[src/rtl/neighbor_scan_pkg.sv]
// Shared address map and state encoding for the neighbour scan and winner-policy stages.
// All values (bestvalue, mybest, table values) are unsigned 11.5 fixed point: 11 integer, 5 fraction bits.
package neighbor_scan_pkg;

    localparam int WORD_WIDTH    = 16;
    localparam int MAX_NEIGHBORS = 16;

    localparam logic [WORD_WIDTH-1:0] NEIGHBOR_BASE = 16'h0600;
    localparam logic [WORD_WIDTH-1:0] LIST_BASE     = 16'h0668;
    localparam logic [WORD_WIDTH-1:0] COUNT_ADDR    = 16'h068C;
    localparam logic [WORD_WIDTH-1:0] EPSILON_ADDR  = 16'h0004;
    localparam logic [WORD_WIDTH-1:0] NODE_NONE     = 16'd100;

    localparam logic [WORD_WIDTH-1:0] WORD_STRIDE   = 16'd2;
    localparam logic [WORD_WIDTH-1:0] ENTRY_STRIDE  = 16'd6;

    typedef enum logic [3:0] {
        S_IDLE     = 4'd0,
        S_RD_ID    = 4'd1,
        S_RD_VAL   = 4'd2,
        S_RD_BNID  = 4'd3,
        S_EVAL     = 4'd4,
        S_WR_LIST  = 4'd5,
        S_NEXT     = 4'd6,
        S_WR_COUNT = 4'd7,
        S_DONE     = 4'd8,
        S_WAIT     = 4'd9
    } scan_state_t;

endpackage

[src/rtl/neighbor_scan.sv]
// Walks the neighbour table, finds the highest-value entry and writes the list of
// entries better than our own value (plus its count) for the winner-policy stage.
module neighbor_scan
    import neighbor_scan_pkg::*;
(
    input  logic                  clock,
    input  logic                  rst,
    input  logic                  en,
    input  logic                  start_scan,
    input  logic [WORD_WIDTH-1:0] neighbor_count,
    input  logic [WORD_WIDTH-1:0] mybest,
    input  logic [WORD_WIDTH-1:0] data_in,
    output logic [WORD_WIDTH-1:0] address,
    output logic [WORD_WIDTH-1:0] data_out,
    output logic                  wr_en,
    output logic [WORD_WIDTH-1:0] besthop,
    output logic [WORD_WIDTH-1:0] bestvalue,
    output logic [WORD_WIDTH-1:0] bestneighborID,
    output logic [WORD_WIDTH-1:0] betterNeighborCount,
    output logic                  done_scan
);

    scan_state_t           r_state;
    logic [WORD_WIDTH-1:0] r_n;
    logic [WORD_WIDTH-1:0] r_mybest;
    logic [WORD_WIDTH-1:0] r_index;
    logic [WORD_WIDTH-1:0] r_entryPtr;
    logic [WORD_WIDTH-1:0] r_id;
    logic [WORD_WIDTH-1:0] r_value;
    logic [WORD_WIDTH-1:0] r_bnid;
    logic [WORD_WIDTH-1:0] r_count;
    logic [WORD_WIDTH-1:0] r_address;
    logic [WORD_WIDTH-1:0] r_dataOut;
    logic                  r_wrEn;
    logic [WORD_WIDTH-1:0] r_besthop;
    logic [WORD_WIDTH-1:0] r_bestvalue;
    logic [WORD_WIDTH-1:0] r_bestnid;
    logic                  r_done;

    scan_state_t           w_stateNext;
    logic [WORD_WIDTH-1:0] w_nNext;
    logic [WORD_WIDTH-1:0] w_mybestNext;
    logic [WORD_WIDTH-1:0] w_indexNext;
    logic [WORD_WIDTH-1:0] w_entryPtrNext;
    logic [WORD_WIDTH-1:0] w_idNext;
    logic [WORD_WIDTH-1:0] w_valueNext;
    logic [WORD_WIDTH-1:0] w_bnidNext;
    logic [WORD_WIDTH-1:0] w_countNext;
    logic [WORD_WIDTH-1:0] w_addressNext;
    logic [WORD_WIDTH-1:0] w_dataOutNext;
    logic                  w_wrEnNext;
    logic [WORD_WIDTH-1:0] w_besthopNext;
    logic [WORD_WIDTH-1:0] w_bestvalueNext;
    logic [WORD_WIDTH-1:0] w_bestnidNext;
    logic                  w_doneNext;

    logic [WORD_WIDTH-1:0] w_nClamped;
    logic [WORD_WIDTH-1:0] w_indexInc;
    logic [WORD_WIDTH-1:0] w_entryPtrInc;

    // Clamping n keeps every read inside the table and the list short of COUNT_ADDR.
    assign w_nClamped    = (neighbor_count > WORD_WIDTH'(MAX_NEIGHBORS))
                           ? WORD_WIDTH'(MAX_NEIGHBORS) : neighbor_count;
    assign w_indexInc    = r_index + 16'd1;
    assign w_entryPtrInc = r_entryPtr + ENTRY_STRIDE;

    always_comb begin
        w_stateNext     = r_state;
        w_nNext         = r_n;
        w_mybestNext    = r_mybest;
        w_indexNext     = r_index;
        w_entryPtrNext  = r_entryPtr;
        w_idNext        = r_id;
        w_valueNext     = r_value;
        w_bnidNext      = r_bnid;
        w_countNext     = r_count;
        w_addressNext   = r_address;
        w_dataOutNext   = r_dataOut;
        w_wrEnNext      = r_wrEn;
        w_besthopNext   = r_besthop;
        w_bestvalueNext = r_bestvalue;
        w_bestnidNext   = r_bestnid;
        w_doneNext      = r_done;

        case (r_state)
            S_IDLE: begin
                if (start_scan) begin
                    w_nNext         = w_nClamped;
                    w_mybestNext    = mybest;
                    w_countNext     = '0;
                    w_indexNext     = '0;
                    w_besthopNext   = NODE_NONE;
                    w_bestvalueNext = '0;
                    w_bestnidNext   = NODE_NONE;
                    w_entryPtrNext  = NEIGHBOR_BASE;
                    w_addressNext   = NEIGHBOR_BASE;
                    if (w_nClamped == '0) begin
                        w_addressNext = COUNT_ADDR;
                        w_dataOutNext = '0;
                        w_wrEnNext    = 1'b1;
                        w_stateNext   = S_WR_COUNT;
                    end else begin
                        w_stateNext   = S_RD_ID;
                    end
                end
            end
            S_RD_ID: begin
                w_idNext      = data_in;
                w_addressNext = r_address + WORD_STRIDE;
                w_stateNext   = S_RD_VAL;
            end
            S_RD_VAL: begin
                w_valueNext   = data_in;
                w_addressNext = r_address + WORD_STRIDE;
                w_stateNext   = S_RD_BNID;
            end
            S_RD_BNID: begin
                w_bnidNext  = data_in;
                w_stateNext = S_EVAL;
            end
            // Strict compare means an equal later entry never displaces an earlier one.
            S_EVAL: begin
                if (r_index == '0 || r_value > r_bestvalue) begin
                    w_besthopNext   = r_id;
                    w_bestvalueNext = r_value;
                    w_bestnidNext   = r_bnid;
                end
                if (r_value > r_mybest) begin
                    w_addressNext = LIST_BASE + (r_count << 1);
                    w_dataOutNext = r_id;
                    w_wrEnNext    = 1'b1;
                    w_stateNext   = S_WR_LIST;
                end else begin
                    w_stateNext   = S_NEXT;
                end
            end
            S_WR_LIST: begin
                w_wrEnNext  = 1'b0;
                w_countNext = r_count + 16'd1;
                w_stateNext = S_NEXT;
            end
            S_NEXT: begin
                w_indexNext    = w_indexInc;
                w_entryPtrNext = w_entryPtrInc;
                if (w_indexInc >= r_n) begin
                    w_addressNext = COUNT_ADDR;
                    w_dataOutNext = r_count;
                    w_wrEnNext    = 1'b1;
                    w_stateNext   = S_WR_COUNT;
                end else begin
                    w_addressNext = w_entryPtrInc;
                    w_stateNext   = S_RD_ID;
                end
            end
            S_WR_COUNT: begin
                w_wrEnNext  = 1'b0;
                w_stateNext = S_DONE;
            end
            S_DONE: begin
                w_doneNext  = 1'b1;
                w_stateNext = S_WAIT;
            end
            S_WAIT: begin
                if (en) begin
                    w_doneNext  = 1'b0;
                    w_stateNext = S_IDLE;
                end
            end
            default: begin
                w_wrEnNext  = 1'b0;
                w_doneNext  = 1'b0;
                w_stateNext = S_IDLE;
            end
        endcase
    end

    always_ff @(posedge clock or posedge rst) begin
        if (rst) begin
            r_state     <= S_IDLE;
            r_n         <= '0;
            r_mybest    <= '0;
            r_index     <= '0;
            r_entryPtr  <= NEIGHBOR_BASE;
            r_id        <= '0;
            r_value     <= '0;
            r_bnid      <= '0;
            r_count     <= '0;
            r_address   <= '0;
            r_dataOut   <= '0;
            r_wrEn      <= 1'b0;
            r_besthop   <= NODE_NONE;
            r_bestvalue <= '0;
            r_bestnid   <= NODE_NONE;
            r_done      <= 1'b0;
        end else begin
            r_state     <= w_stateNext;
            r_n         <= w_nNext;
            r_mybest    <= w_mybestNext;
            r_index     <= w_indexNext;
            r_entryPtr  <= w_entryPtrNext;
            r_id        <= w_idNext;
            r_value     <= w_valueNext;
            r_bnid      <= w_bnidNext;
            r_count     <= w_countNext;
            r_address   <= w_addressNext;
            r_dataOut   <= w_dataOutNext;
            r_wrEn      <= w_wrEnNext;
            r_besthop   <= w_besthopNext;
            r_bestvalue <= w_bestvalueNext;
            r_bestnid   <= w_bestnidNext;
            r_done      <= w_doneNext;
        end
    end

    assign address             = r_address;
    assign data_out            = r_dataOut;
    assign wr_en               = r_wrEn;
    assign besthop             = r_besthop;
    assign bestvalue           = r_bestvalue;
    assign bestneighborID      = r_bestnid;
    assign betterNeighborCount = r_count;
    assign done_scan           = r_done;

endmodule
[config.mk]
export PLATFORM = sky130hd
export DESIGN_NAME = neighbor_scan
export DESIGN_NICKNAME = d
export VERILOG_FILES = /design/src/rtl/neighbor_scan_pkg.sv /design/src/rtl/neighbor_scan.sv
export SDC_FILE = /design/constraint.sdc
export NUM_CORES = 1
export LEC_CHECK = 0
export BUFFER_PORTS_ARGS = -buffer_cell sky130_fd_sc_hd__buf_4
export CAP_MARGIN = 20
export CELL_PAD_IN_SITES_DETAIL_PLACEMENT = 1
export CELL_PAD_IN_SITES_GLOBAL_PLACEMENT = 1
export CORE_ASPECT_RATIO = 0.7
export CORE_MARGIN = 2
export CORE_UTILIZATION = 50
export CTS_BUF_LIST = sky130_fd_sc_hd__clkbuf_4
export DETAILED_ROUTE_END_ITERATION = 8
export PLACE_DENSITY = 0.95
export SLEW_MARGIN = 20
export SYNTH_ARGS = -nofsm -noshare
export SYNTH_HDL_FRONTEND = slang
export SYNTH_SLANG_ARGS = --single-unit
[constraint.sdc]
create_clock -name clock -period 16.7 [get_ports clock]
set_input_delay 0.835 -clock clock [delete_from_list [all_inputs] [get_ports clock]]
set_output_delay 0.835 -clock clock [all_outputs]
set_load 0.05 [all_outputs]
# ---- After elaboration in Yosys (flattened, before gate mapping)
# Index checks and enable logic that the tools add are counted.
dict set report totals {
  n_memories 0
  latch_bits 0
  ram_bits 0
  reg_bits 214
  mem_bits_ro 0
}
dict set report classes {
  mul 0
  n_eq_ne 15
  bitwise_logic 2
  n_reduce_logical 21
  div_mod_pow 0
  magnitude_cmp 4
  shift 0
  n_addsub 5
  n_mux 36
}
# cell n
set ops {}
lappend ops {{16-bit two-way mux} 14}
lappend ops {{16-bit case mux with 2 select lines} 6}
lappend ops {{16-bit case mux with 4 select lines} 1}
lappend ops {{16-bit case mux with 3 select lines} 1}
lappend ops {{4-bit case mux with 10 select lines} 1}
lappend ops {{16-bit by 1-bit adder with 16-bit output (second input constant)} 2}
lappend ops {{16-bit > comparator} 2}
lappend ops {{16-bit zero test} 2}
lappend ops {{11-bit by 16-bit adder with 16-bit output (first input constant)} 1}
lappend ops {{16-bit by 2-bit adder with 16-bit output (second input constant)} 1}
lappend ops {{16-bit by 3-bit adder with 16-bit output (second input constant)} 1}
lappend ops {{4-bit by 3-bit == test with 1-bit output (second input constant)} 4}
lappend ops {{16-bit greater-or-equal comparator} 1}
lappend ops {{16-bit by 5-bit > comparator with 1-bit output (second input constant)} 1}
lappend ops {{2-bit inequality test (second input constant)} 6}
lappend ops {{2-bit AND reduction} 5}
lappend ops {{5-bit AND reduction} 2}
lappend ops {{4-bit by 2-bit == test with 1-bit output (second input constant)} 2}
lappend ops {{4-bit == test (second input constant)} 2}
lappend ops {{4-bit two-way mux} 2}
lappend ops {{8-bit two-way mux} 1}
lappend ops {{8-bit OR reduction} 1}
lappend ops {{3-bit two-way mux} 2}
lappend ops {{3-bit AND reduction} 2}
lappend ops {{other kinds (13)} 20}

# ---- Logic depth before layout (Yosys ltp)
# Gate-level depths: netlist of the first run.
dict set report depth {
  word_depth 6
  ltp_mapped 16
  ltp_nobuf 14
}

# ---- Worst setup path after synthesis of the first run
# No wires, ideal clock.
dict set report synth_path {
  kind {register to register}
  from {register r_index[2]}
  to {register r_dataOut[0] (netlist: data_out[0])}
  setup_ps 125
  arrival_time_ps 3386
  path_stages_with_launch 17
  slack_ps 13189
  synth_period_minus_slack_ps 3511
  path_cell_list {dfrtp_1 > and3_1 > and3_1 > clkbuf_1 > and4_1 > nand3_1 > nor2_1 > xor2_1 > ha_1 > nand2_1 > nor2_1 > nand2_1 > o21ai_2 > nor2_2 > nor3_4 > buf_12 > mux2_4}
}
dict set report synth_between {
  elab_chain_len 4
}
# element line_no
set synth_lines {}
lappend synth_lines {{from (decl)} neighbor_scan.sv:26} ;# logic [WORD_WIDTH-1:0] r_index;
lappend synth_lines {{from (signal assigned)} neighbor_scan.sv:199} ;# r_index <= w_indexNext;
lappend synth_lines {{16-bit by 1-bit adder with 16-bit output} neighbor_scan.sv:64} ;# assign w_indexInc = r_index + 16'd1;
lappend synth_lines {{16-bit greater-or-equal comparator} neighbor_scan.sv:145} ;# if (w_indexInc >= r_n) begin
lappend synth_lines {{2-bit inequality test (no line)} n/a}
lappend synth_lines {{5-bit AND reduction (no line)} n/a}
lappend synth_lines {{to (signal assigned)} neighbor_scan.sv:206} ;# r_dataOut <= w_dataOutNext;
lappend synth_lines {{to (decl)} neighbor_scan.sv:33} ;# logic [WORD_WIDTH-1:0] r_dataOut;
# No other way between the ends.
# A chain may end at the register's enable or synchronous reset.

# ---- Worst setup path in the final report of the first run
dict set report layout_path {
  from {register r_index[2]}
  to {register r_dataOut[14] (netlist: data_out[14])}
}
# Same word-level chain as after synthesis.

==> key figures, run 1 <==
Clock network
  – Clock sink count: approximately 210
  – Clock Latency Late Sink: roughly 0.7 ns
  – Root Buffer: clkbuf_4
  – CTS buffer count: 53
  – # Post-CTS Setup Buffers: 0
  – H-tree depth reported by CTS: 2
  – Reg clk slew, reported paths: 0.08 ns
  – CTS Buffer Depth: 3
  – CTS tree: done
  – Post-cts sizing count: 0
  – Hold Buf Count CTS: 0

Route
  – Residual DRC count: 0
  – Routed len/inst: about 25 µm
  – Vias: approximately 9700
  – Vias per cell: between 6 and 7
  – Total wire length: 38.5 mm
  – Post-DRT Antenna Nets: 0
  – DR iter-0 viols: between 900 and 1000
  – DRT Pass-1 Iters: 6

Die
  – Core ar.: 21500 µm²
  – I/O Pins: 150
  – Die Width: ~180 µm
  – Cell Rows: between 40 and 50
  – Die H: 127 µm
  – Initial core utilization: 0.506
  – Die area: approximately 23000 µm²

Synthesis
  – Mapped Nets: 1154
  – Netlist cell types: 67
  – EDFF count, synth: 0
  – Primary FF master, synth: dfrtp_1
  – Synth top area share: 0.471
  – Post-Synthesis Cell Area: about 11000 µm²
  – Post-synthesis instance total: 1048
  – Synth async-reset ratio: 1.00
  – Post-synthesis sequential area ratio: 0.490
  – Synthesis-stage register bit count: around 210
  – Largest area contributor in the netlist: dfrtp_1
  – Synth area leaders: dfrtp_1 (47%), ha_1 (6.2%), mux2_2 (5.8%)
  – Syn avg cell area: just over 10 µm²
  – Syn. warnings: 0

Global route
  – Global Route Usage Sum: 0.336
  – Pin count of the biggest net entering global routing: around 130
  – Vias in the first global route: between 10000 and 15000
  – Initial antenna violation count: 0
  – Total grt overflow: 0
  – First-pass GRT wire length: a little over 60 mm

STA
  – Setup_tns: 0 ns
  – Worst-Margin Slew: 1.12 ns
  – Post-layout min period: 4.41 ns
  – Endpoints failing hold: 0
  – Fin crit share: 0.264
  – RSZ-0062 raised after global routing: no
  – Setup violators final: 0
  – FMAX: ~0.23 GHz
  – Slew Limit Fails: 0
  – Relative slew margins: 0.251
  – Layout Skew: ~0.048 ns

Critical path
  – WP data arrival: around 5.0 ns
  – Crit-path max cell delay: around 0.9 ns
  – Critical Path Sink Type: flip-flop
  – Crit Path Max Fanout: 17
  – WP data required: 17.29 ns
  – WS Path Type: flip-flop to flip-flop
  – Worst path slowest cell: nor3_4
  – Worst setup SP type: flip-flop
  – CP Cell Sequence: and3_1, and3_1, and4_1, nand3_1, nor2_1, xor2_1, ha_1, nand2_1, nor2_1, nand2_1, o21ai_2, nor2_2, nor3_4, mux2_2

Pwr
  – Overall power: roughly 0.0026 W
  – Leak Pwr: 6.09 nW
  – PwrDens: between 200 and 250 nW/µm²
  – Worst vdd ir: 0.0000831 V

Run status
  – Status: finished clean

Final layout
  – Share of cells above drive strength 1: 0.270
  – # diodes: 0
  – Synth-to-Final Area Change: 18.4%
  – Net count reported at finish: between 1000 and 1500
  – Filler Cell Count: roughly 2400

Placed design
  – Buffers on Ports: roughly 150
  – Routability cong.: 0.858
  – Detail Placement HPWL: around 25 mm

Worst hold path
  – Worst hold path type: primary input to asynchronous set/reset pin

Job
  – Max-Cap Viols: 0
-- final timing paths --
| path | startpoint | to | slack (ns) | depth (start not counted) |
|---|---|---|---|---|
| min | rst | r_n[2] | 0.30 | 2 |
| max reg2reg | r_index[2] | data_out[14] | 12.29 | 14 |
| min reg2reg | r_n[14] | r_n[14] | 0.50 | 2 |
| min in group clock | mybest[11] | r_mybest[11] | 0.34 | 3 |
| max in group asynchronous | rst | bestneighborID[11] | 14.98 | 3 |
| max | r_index[2] | data_out[14] | 12.29 | 14 |
-- cells by family (layout without fill, tap and decap cells) --
family                     after synthesis  in the layout  synth area share
AOI/OAI and AO/OA                      243            243             0.153
xor gates and xnor gates                50             50            0.0402
adders and majority gates               54             54            0.0621
buffers and inverters                  113            311            0.0421
DFF                                    213            213             0.490
muxes                                   73             73            0.0777
and+or+nand+nor                        302            302             0.134
-- area by class of cell --
class                   count  area [µm²]  area share
inverters                  59         229      0.0178
repair buffers            160        1210      0.0940
well taps                 282         353      0.0274
multi-input cells         722        5100       0.396
flip-flops and latches    213        5340       0.414
clock inverters            13        65.1     0.00505
clock buffers              79         593      0.0460
-- synth_stat cells (5+ instances only) --
cell type    n
dfrtp_1    205
nand2_1    108
o21ai_0     79
nor2_1      77
a22o_1      63
inv_1       59
mux2_2      56
ha_1        54
clkbuf_1    40
a21oi_1     39
xor2_1      32
nand3_1     30
xnor2_1     18
nand4_1     16
and3_1      14
nor3_1      14
o31ai_1     12
buf_2       11
mux2_4       9
dfstp_2      8
mux2i_1      8
nor4_1       8
and2_1       6
o32a_1       6
nand2b_1     5
-- layer usage --
metal | share of wire | vias to the layer above | track usage
met4 | 0.041 | 0 | 0.143
li1 | - | 4083 | -
met3 | 0.092 | 153 | 0.0775
met2 | 0.46 | 603 | 0.536
met1 | 0.41 | 4811 | 0.446
met5 | 0 | - | 0
-- report_power, final --
| part | internal (W) | total, W | leakage [nW] | switching, W |
|---|---|---|---|---|
| registers | 0.000696 | 0.000904 | 2.75 | 0.000208 |
| clock network | 0.000217 | 0.000452 | 0.394 | 0.000236 |
| logic | 0.000445 | 0.00126 | 2.94 | 0.000811 |
| total | 0.00136 | 0.00261 | 6.09 | 0.00125 |
-- worst max-delay path, delay by kind of cell (launching register included) --
kind                       cells  cell delay [ns]
AOI/OAI and AO/OA              1             0.42
xor gates and xnor gates       1             0.10
DFF                            1             0.45
and+or+nand+nor               10             2.58
adders and majority gates      1             0.31
muxes                          1             0.44
-- layout by cell type, fill, tap and decap left out, drive strengths merged, types with 5 or more instances in the layout --
| cell type | netlist | layout |
|---|---|---|
| nand4 | 18 | 18 |
| nor2 | 79 | 79 |
| mux2 | 65 | 65 |
| nand2b | 5 | 5 |
| a21oi | 41 | 41 |
| dfrtp | 205 | 205 |
| nor4 | 10 | 10 |
| and2 | 6 | 6 |
| a22o | 63 | 63 |
| and3 | 14 | 14 |
| o21ai | 80 | 80 |
| o32a | 6 | 6 |
| buf | 14 | 160 |
| nor3 | 16 | 16 |
| ha | 54 | 54 |
| mux2i | 8 | 8 |
| clkinv | 0 | 12 |
| dfstp | 8 | 8 |
| nand2 | 108 | 108 |
| nand3 | 30 | 30 |
| clkbuf | 40 | 79 |
| xor2 | 32 | 32 |
| xnor2 | 18 | 18 |
| o31ai | 12 | 12 |
| inv | 59 | 60 |
-- metrics by stage --
stage          cells  hold slack, ns  utilization  setup WS, ns  area, µm²
5_1_grt         1528           0.327        0.599         12.05      12900
4_1_cts         1527           0.326        0.599         12.31      12900
3_5_place_dp    1435           0.482        0.568         12.41      12200
2_1_floorplan   1048           0.452            -         10.06      10900
6_report        1528           0.305        0.599         12.29      12900
3_3_place_gp    1435           0.470        0.568         12.63      12200
(Power assumes the default switching activity.)
==> run 2, diff against run 1 <==
- ABC_AREA: default -> 1
- CORE_UTILIZATION: 50 -> 44
- PLACE_DENSITY: 0.95 -> 0.92
- clock period: 16.7 -> 4.5 ns (I/O delays scaled with it)
==> key figures, run 2 <==
Die
  – Core ar.: 25900 µm² (+20%)
  – Die Width: 199 µm (+10%)
  – Initial core utilization: 0.450 (-0.0558)
  – Die area: 27800 µm² (+21%)
  – I/O Pins: 150 (unchanged)
  – Die H: 140 µm (+10%)
  – Cell Rows: 49 (+8.9%)

Final layout
  – Net count reported at finish: 1824 (+39%)
  – Filler Cell Count: 3243 (+37%)
  – Sequential Area: 5340 µm² (unchanged)
  – Share of cells above drive strength 1: 0.161 (-0.109)
  – Most common cell after layout, fill and taps aside: nand2_1
  – Final Cell Area: 14200 µm² (+10%)
  – Most frequent cells in the layout: nand2_1 (450), dfrtp_1 (205), inv_1 (196)
  – Synth-to-Final Area Change: 21.9%
  – Area of the multi-input gates: 5250 µm² (+3.0%)

Route
  – Total wire length: 46.7 mm (+21%)
  – Routed metal-1 wirelength: 18.7 mm (+20%)
  – DR WL met3: 3.49 mm (-1.3%)
  – Vias per cell: 5.66 (-10%)
  – Met2 wire len: 22.1 mm (+24%)
  – Vias: 12000 (+24%)
  – Highest metal used: met4
  – DR iter-0 viols: 1087 (+13%)
  – DRT Pass-1 Iters: 7 (+1)
  – Post-DRT Antenna Nets: 0 (unchanged)
  – Residual DRC count: 0 (unchanged)
  – Routed len/inst: 22.0 µm (-13%)

Critical path
  – Worst r2r src: r_index[0]
  – CP dominant cell by count: nand2_1
  – WS Path Type: flip-flop to flip-flop
  – WP data arrival: 4.67 ns (-0.33 ns)
  – Worst path slowest cell: nor2_4
  – Worst setup SP type: flip-flop
  – Critical Path Sink Type: flip-flop
  – Length in cells of the worst reg-to-reg path: 18 (+4)
  – Crit-path max cell delay: 0.44 ns (-0.46 ns)
  – WP data required: 5.16 ns (-12.13 ns)
  – R2r setup slk: 0.49 ns (-11.80 ns)
  – R2r endpoint: data_out[2]
  – Crit Path Max Fanout: 17 (unchanged)
  – CP Cell Sequence: ha_1, nand3_1, nor2_1, nand2_1, nor3_1, nand3_1, nor2_1, xor2_1, inv_1, ha_1, nand2_1, o21ai_0, nor2_1, nand3_1, nand3_2, nor2_4, nand2_1, nand2_1

Pwr
  – Internal power: 0.00460 W (+240%)
  – Switching power total: 0.00493 W (+290%)
  – Clock share of power: 0.190 (+0.017)
  – Worst vdd ir: 0.000290 V (+250%)
  – Leak Pwr: 7.31 nW (+20%)
  – Sw frac: 0.517 (+0.0366)
  – PwrDens: 671 nW/µm² (+230%)
  – Reg power frac: 0.322 (-0.024)
  – Comb pwr share: 0.487 (+0.006)

STA
  – Post-layout min period: 4.01 ns (-0.396 ns)
  – RSZ-0062 raised after global routing: no
  – Setup violators final: 0 (unchanged)
  – Relative slew margins: 0.287 (+0.0356)
  – Endpoints failing hold: 0 (unchanged)
  – Fin crit share: 0.892 (+0.628)
  – Worst-Margin Slew: 1.07 ns (-0.0548 ns)
  – Layout Skew: 0.0840 ns (+0.0364 ns)
  – FMAX: 0.249 GHz (+9.9%)
  – Setup_tns: 0 ns (unchanged)
  – Slew Limit Fails: 0 (unchanged)
  – Post-route setup slack: 0.488 ns (-11.80 ns)

Synthesis
  – Primary FF master, synth: dfrtp_1
  – Most instantiated library cell after synthesis: nand2_1
  – Post-synthesis sequential area ratio: 0.458 (-0.0322)
  – Mapped Nets: 1616 (+40%)
  – Synth area leaders: dfrtp_1 (44%), nand2_1 (14%), o21ai_0 (6.6%)
  – Synth async-reset ratio: 1.00 (unchanged)
  – Syn. warnings: 0 (unchanged)
  – Netlist cell types: 47 (-30%)
  – Post-synthesis instance total: 1510 (+44%)
  – Synth top area share: 0.440 (-0.0310)
  – Post-Synthesis Cell Area: 11700 µm² (+7.0%)
  – Synthesis-stage register bit count: 213 (unchanged)
  – Post-synth top cells: nand2_1 (450), dfrtp_1 (205), inv_1 (197)
  – EDFF count, synth: 0 (unchanged)
  – Syn avg cell area: 7.72 µm² (-26%)
  – Largest area contributor in the netlist: dfrtp_1

Global route
  – First-pass GRT wire length: 72.9 mm (+21%)
  – Pin count of the biggest net entering global routing: 77 (-40%)
  – Initial antenna violation count: 2 (+2)
  – Global Route Usage Sum: 0.341 (+0.00431)
  – Vias in the first global route: 13000 (+27%)
  – Total grt overflow: 0 (unchanged)

Run status
  – Status: finished clean

Clock network
  – Clock sink count: 213 (unchanged)
  – H-tree depth reported by CTS: 2 (unchanged)
  – Root Buffer: clkbuf_4
  – Post-cts sizing count: 0 (unchanged)
  – Clock Latency Late Sink: 0.80 ns (+0.09 ns)
  – CTS tree: done
  – Reg clk slew, reported paths: 0.08 ns (about the same)
  – CTS buffer count: 54 (+1.9%)
  – CTS Buffer Depth: 3 (unchanged)

Worst hold path
  – Hold Path Sink: r_n[2]
  – Worst hold path type: primary input to flip-flop
  – Worst hold stages: 6
  – HP Start: neighbor_count[5]

Placed design
  – Buffers on Ports: 149 (unchanged)
  – Routability cong.: 0.885 (+3.1%)
  – Detail Placement HPWL: 28.2 mm (+12%)
  – Area post-placement: 13000 µm² (+6.7%)
  – Worst slack, placed: 0.948 ns (-11.46 ns)

Job
  – Max-Cap Viols: 0 (unchanged)
## run 2: cell count changes in the layout (fill, tap and decap cells not counted), sizes merged, moves of 29 or more
| cell | previous run | this run |
|---|---|---|
| a22o | 63 | 2 |
| mux2 | 65 | 0 |
| nor2 | 79 | 110 |
| nand3b | 2 | 33 |
| dlygate4sd3 | 0 | 44 |
| o21ai | 80 | 155 |
| nand2 | 108 | 453 |
| inv | 60 | 204 |
| o22ai | 2 | 31 |
| nand3 | 30 | 73 |
## run 2: worst max-delay path by stage
stage | from | end | cells after the start
after floorplan | rst | address[0] | 1
after global placement | r_index[0] | data_out[12] | 18
after detailed placement | r_index[0] | data_out[15] | 18
after CTS | r_index[0] | data_out[2] | 18
after global routing | r_index[0] | data_out[15] | 18
final | r_index[0] | data_out[2] | 18
## run 2: critical path: cells and delay by family (launching register included)
kind                       cells  cell delay, ns
AOI/OAI and AO/OA              1            0.24
xor gates and xnor gates       1            0.24
adders and majority gates      2            0.59
buffers and inverters          1            0.13
DFF                            1            0.42
and+or+nand+nor               13            2.30
## run 2: power groups by stage
stage | clock network, W | registers (W) | logic (W)
floorplan | 0 | 0.00369 | 0.00227
CTS | 0.00176 | 0.00301 | 0.00446
detailed placement | 0 | 0.00302 | 0.00432
finish | 0.00181 | 0.00307 | 0.00464
global placement | 0 | 0.00299 | 0.00407
global route | 0.00192 | 0.00312 | 0.00501
## run 2: cells by family after synthesis
group,Yosys count,synth area share
adders and majority gates,54,0.0580
and+or+nand+nor,716,0.264
AOI/OAI and AO/OA,246,0.114
buffers and inverters,262,0.0913
xor gates and xnor gates,19,0.0143
DFF,213,0.458
## run 2: metal layers
layer  up-vias  global-route usage
li1       5290                   -
met1      5924               0.420
met2       582               0.558
met3       205              0.0795
met4         0               0.180
met5         -                   0
## run 2: area by class of cell
class | count | area share
clock inverters | 26 | 0.00942
well taps | 357 | 0.0314
flip-flops and latches | 213 | 0.376
clock buffers | 75 | 0.0396
diodes | 2 | 0.000352
multi-input cells | 1035 | 0.370
repair buffers | 208 | 0.119
inverters | 206 | 0.0547
## run 2: timing repair
item	in CTS	in global routing
buffers inserted	0	0
hold buffers	44	0
hold endpoints to repair	121	0
endpoints found under the setup margin	0	0
## run 2: through the flow
step	utilization	std cells	power, W	hold slack, ns
after floorplan	-	1510	0.00596	0.342
after global placement	0.504	1974	0.00706	0.179
after detailed placement	0.504	1974	0.00735	0.186
after CTS	0.548	2119	0.00922	0.0717
after global routing	0.549	2122	0.0100	0.173
final	0.549	2122	0.00953	0.122
==> run 3, diff against run 2 <==
==> constraint.sdc (replaced) <==
create_clock -name clock -period 4.5 [get_ports clock]
set_input_delay 0.45 -clock clock [delete_from_list [all_inputs] [get_ports clock]]
set_output_delay 0.45 -clock clock [all_outputs]
set_load 0.05 [all_outputs]
==> key figures, run 3 (synthesis results as in run 2) <==
Critical path
  – Crit Path Max Fanout: 17 (unchanged)
  – Crit-path max cell delay: 0.44 ns (about the same)
  – R2r endpoint: data_out[6]
  – R2r setup slk: 0.76 ns (+0.28 ns)
  – Worst path top cell family by delay: simple AND/OR/NAND/NOR gates
  – WP data arrival: 4.38 ns (-0.29 ns)
  – WS Path Type: flip-flop to flip-flop
  – WP data required: 5.14 ns (-0.02 ns)
  – CP dominant cell by count: nand2_1
  – Worst path slowest cell: nor2_4
  – Length in cells of the worst reg-to-reg path: 18 (unchanged)
  – Worst setup SP type: flip-flop
  – CP Cell Sequence: ha_1, nand3_1, nor2_1, nand2_1, nor3_1, nand3_1, nor2_1, xor2_1, inv_1, ha_1, nand4_1, nor3_1, nand2_1, nand3_1, nand3_2, nor2_4, nand2_1, nand2_1
  – Critical Path Sink Type: flip-flop
  – Buf/Inv on CP: 1 (unchanged)
  – Worst r2r src: r_index[0]
  – Worst setup path start: r_index[0]

Route
  – Vias per cell: 5.49 (-2.9%)
  – Post-DRT Antenna Nets: 0 (unchanged)
  – Residual DRC count: 0 (unchanged)
  – Vias: 11500 (-4.2%)
  – Routed len/inst: 19.1 µm (-13%)
  – DR iter-0 viols: 693 (-36%)
  – DRT Pass-1 Iters: 4 (-3)
  – Total wire length: 40.0 mm (-14%)

Worst hold path
  – Hold Path Sink: r_bnid[15]
  – HP Start: data_in[15]
  – Worst hold path type: primary input to flip-flop
  – Worst hold stages: 3 (-3)

STA
  – Worst hold slack: 0.0599 ns (-0.0626 ns)
  – Endpoints failing hold: 0 (unchanged)
  – Fin crit share: 0.830 (-0.0612)
  – RSZ-0062 raised after global routing: no
  – Layout Skew: 0.0434 ns (-0.0406 ns)
  – Worst-Margin Slew: 0.985 ns (-0.0819 ns)
  – Setup_tns: 0 ns (unchanged)
  – Slew Limit Fails: 0 (unchanged)
  – Relative slew margins: 0.341 (+0.0547)
  – FMAX: 0.268 GHz (+7.4%)
  – Post-layout min period: 3.74 ns (-0.275 ns)
  – Setup violators final: 0 (unchanged)
  – Post-route setup slack: 0.763 ns (+0.275 ns)

Global route
  – Global Route Usage Sum: 0.294 (-0.0471)
  – Total grt overflow: 0 (unchanged)
  – Pin count of the biggest net entering global routing: 150 (+95%)
  – Vias in the first global route: 12300 (-5.5%)
  – First-pass GRT wire length: 64.3 mm (-12%)
  – Initial antenna violation count: 0 (-2)

Final layout
  – Most frequent cells in the layout: nand2_1 (450), dfrtp_1 (205), inv_1 (196)
  – Most common cell after layout, fill and taps aside: nand2_1
  – Fin util: 0.540 (-0.00885)
  – Area of the multi-input gates: 5250 µm² (unchanged)
  – Share of cells above drive strength 1: 0.169 (+0.00769)
  – Sequential Area: 5340 µm² (unchanged)
  – Filler Cell Count: 3267 (+0.74%)
  – # diodes: 0 (-2)
  – Synth-to-Final Area Change: 20.0%
  – Non-filler cells, final: 2093 (-1.4%)
  – Net count reported at finish: 1803 (-1.2%)

Die
  – Initial core utilization: 0.450 (unchanged)
  – Die H: 140 µm (unchanged)
  – Cell Rows: 49 (unchanged)
  – Die Width: 199 µm (unchanged)
  – Die area: 27800 µm² (unchanged)
  – I/O Pins: 150 (unchanged)
  – Core ar.: 25900 µm² (unchanged)

Pwr
  – Leak Pwr: 7.22 nW (-1.1%)
  – PwrDens: 656 nW/µm² (-2.3%)
  – Worst vdd ir: 0.000303 V (+4.5%)

Job
  – Max-Cap Viols: 0 (unchanged)

Clock network
  – CTS Buffer Depth: 3 (unchanged)
  – CTS tree: done
  – Root Buffer: clkbuf_4
  – Clock Latency Late Sink: 0.74 ns (-0.06 ns)
  – Clock sink count: 213 (unchanged)
  – H-tree depth reported by CTS: 2 (unchanged)
  – Post-cts sizing count: 0 (unchanged)
  – Reg clk slew, reported paths: 0.07 ns (about the same)
  – CTS buffer count: 55 (+1.9%)

Placed design
  – Routability cong.: 0.882 (-0.28%)
  – Placed cells: 1973 (-0.051%)
  – Detail Placement HPWL: 28.2 mm (about the same)
  – Buffers on Ports: 149 (unchanged)
  – Worst slack, placed: 0.911 ns (-0.0364 ns)

Run status
  – Status: finished clean
-- run 3: tightest hold or removal path: stages --
cell	delay [ns]
buf_4	0.07
inv_1	0.07
o21ai_0	0.17
-- run 3: layer usage --
metal  GRT usage  vias to the layer above  wire (µm)
li1            -                     5241          -
met1       0.388                     5762      17600
met2       0.480                      380      18800
met3      0.0561                      116       2350
met4       0.112                        0       1280
met5           0                        -          0
-- run 3: repair_timing --
action | in CTS | in global routing
buffers inserted | 0 | 0
hold endpoints to repair | 28 | 0
hold buffers | 24 | 0
-- run 3: layout make-up --
| type | instances | share of cell area |
|---|---|---|
| multi-input cells | 1035 | 0.376 |
| clock buffers | 87 | 0.0467 |
| clock inverters | 9 | 0.00304 |
| well taps | 357 | 0.0319 |
| inverters | 206 | 0.0556 |
| flip-flops and latches | 213 | 0.382 |
| repair buffers | 186 | 0.105 |
-- run 3: where the power goes --
group	internal [W]	switching [W]	leakage [nW]
Combinational	0.00122	0.00318	3.99
Clock	0.000870	0.000867	0.417
Sequential	0.00252	0.000506	2.81
Total	0.00461	0.00455	7.22
-- run 3: worst max path at each step --
stage,endpoint,slack [ns],cells after the start
floorplan,address[0],1.29,1
global placement,data_out[13],1.17,18
detailed placement,data_out[6],0.91,18
CTS,data_out[6],0.83,18
global route,data_out[5],0.46,18
finish,data_out[6],0.76,18
-- run 3: through the flow --
step                      total power [W]  instance area (µm²)
after floorplan                   0.00596                11700
after global placement            0.00707                13000
after detailed placement          0.00734                13000
after CTS                         0.00914                14000
after global routing              0.00978                14000
final                             0.00917                14000
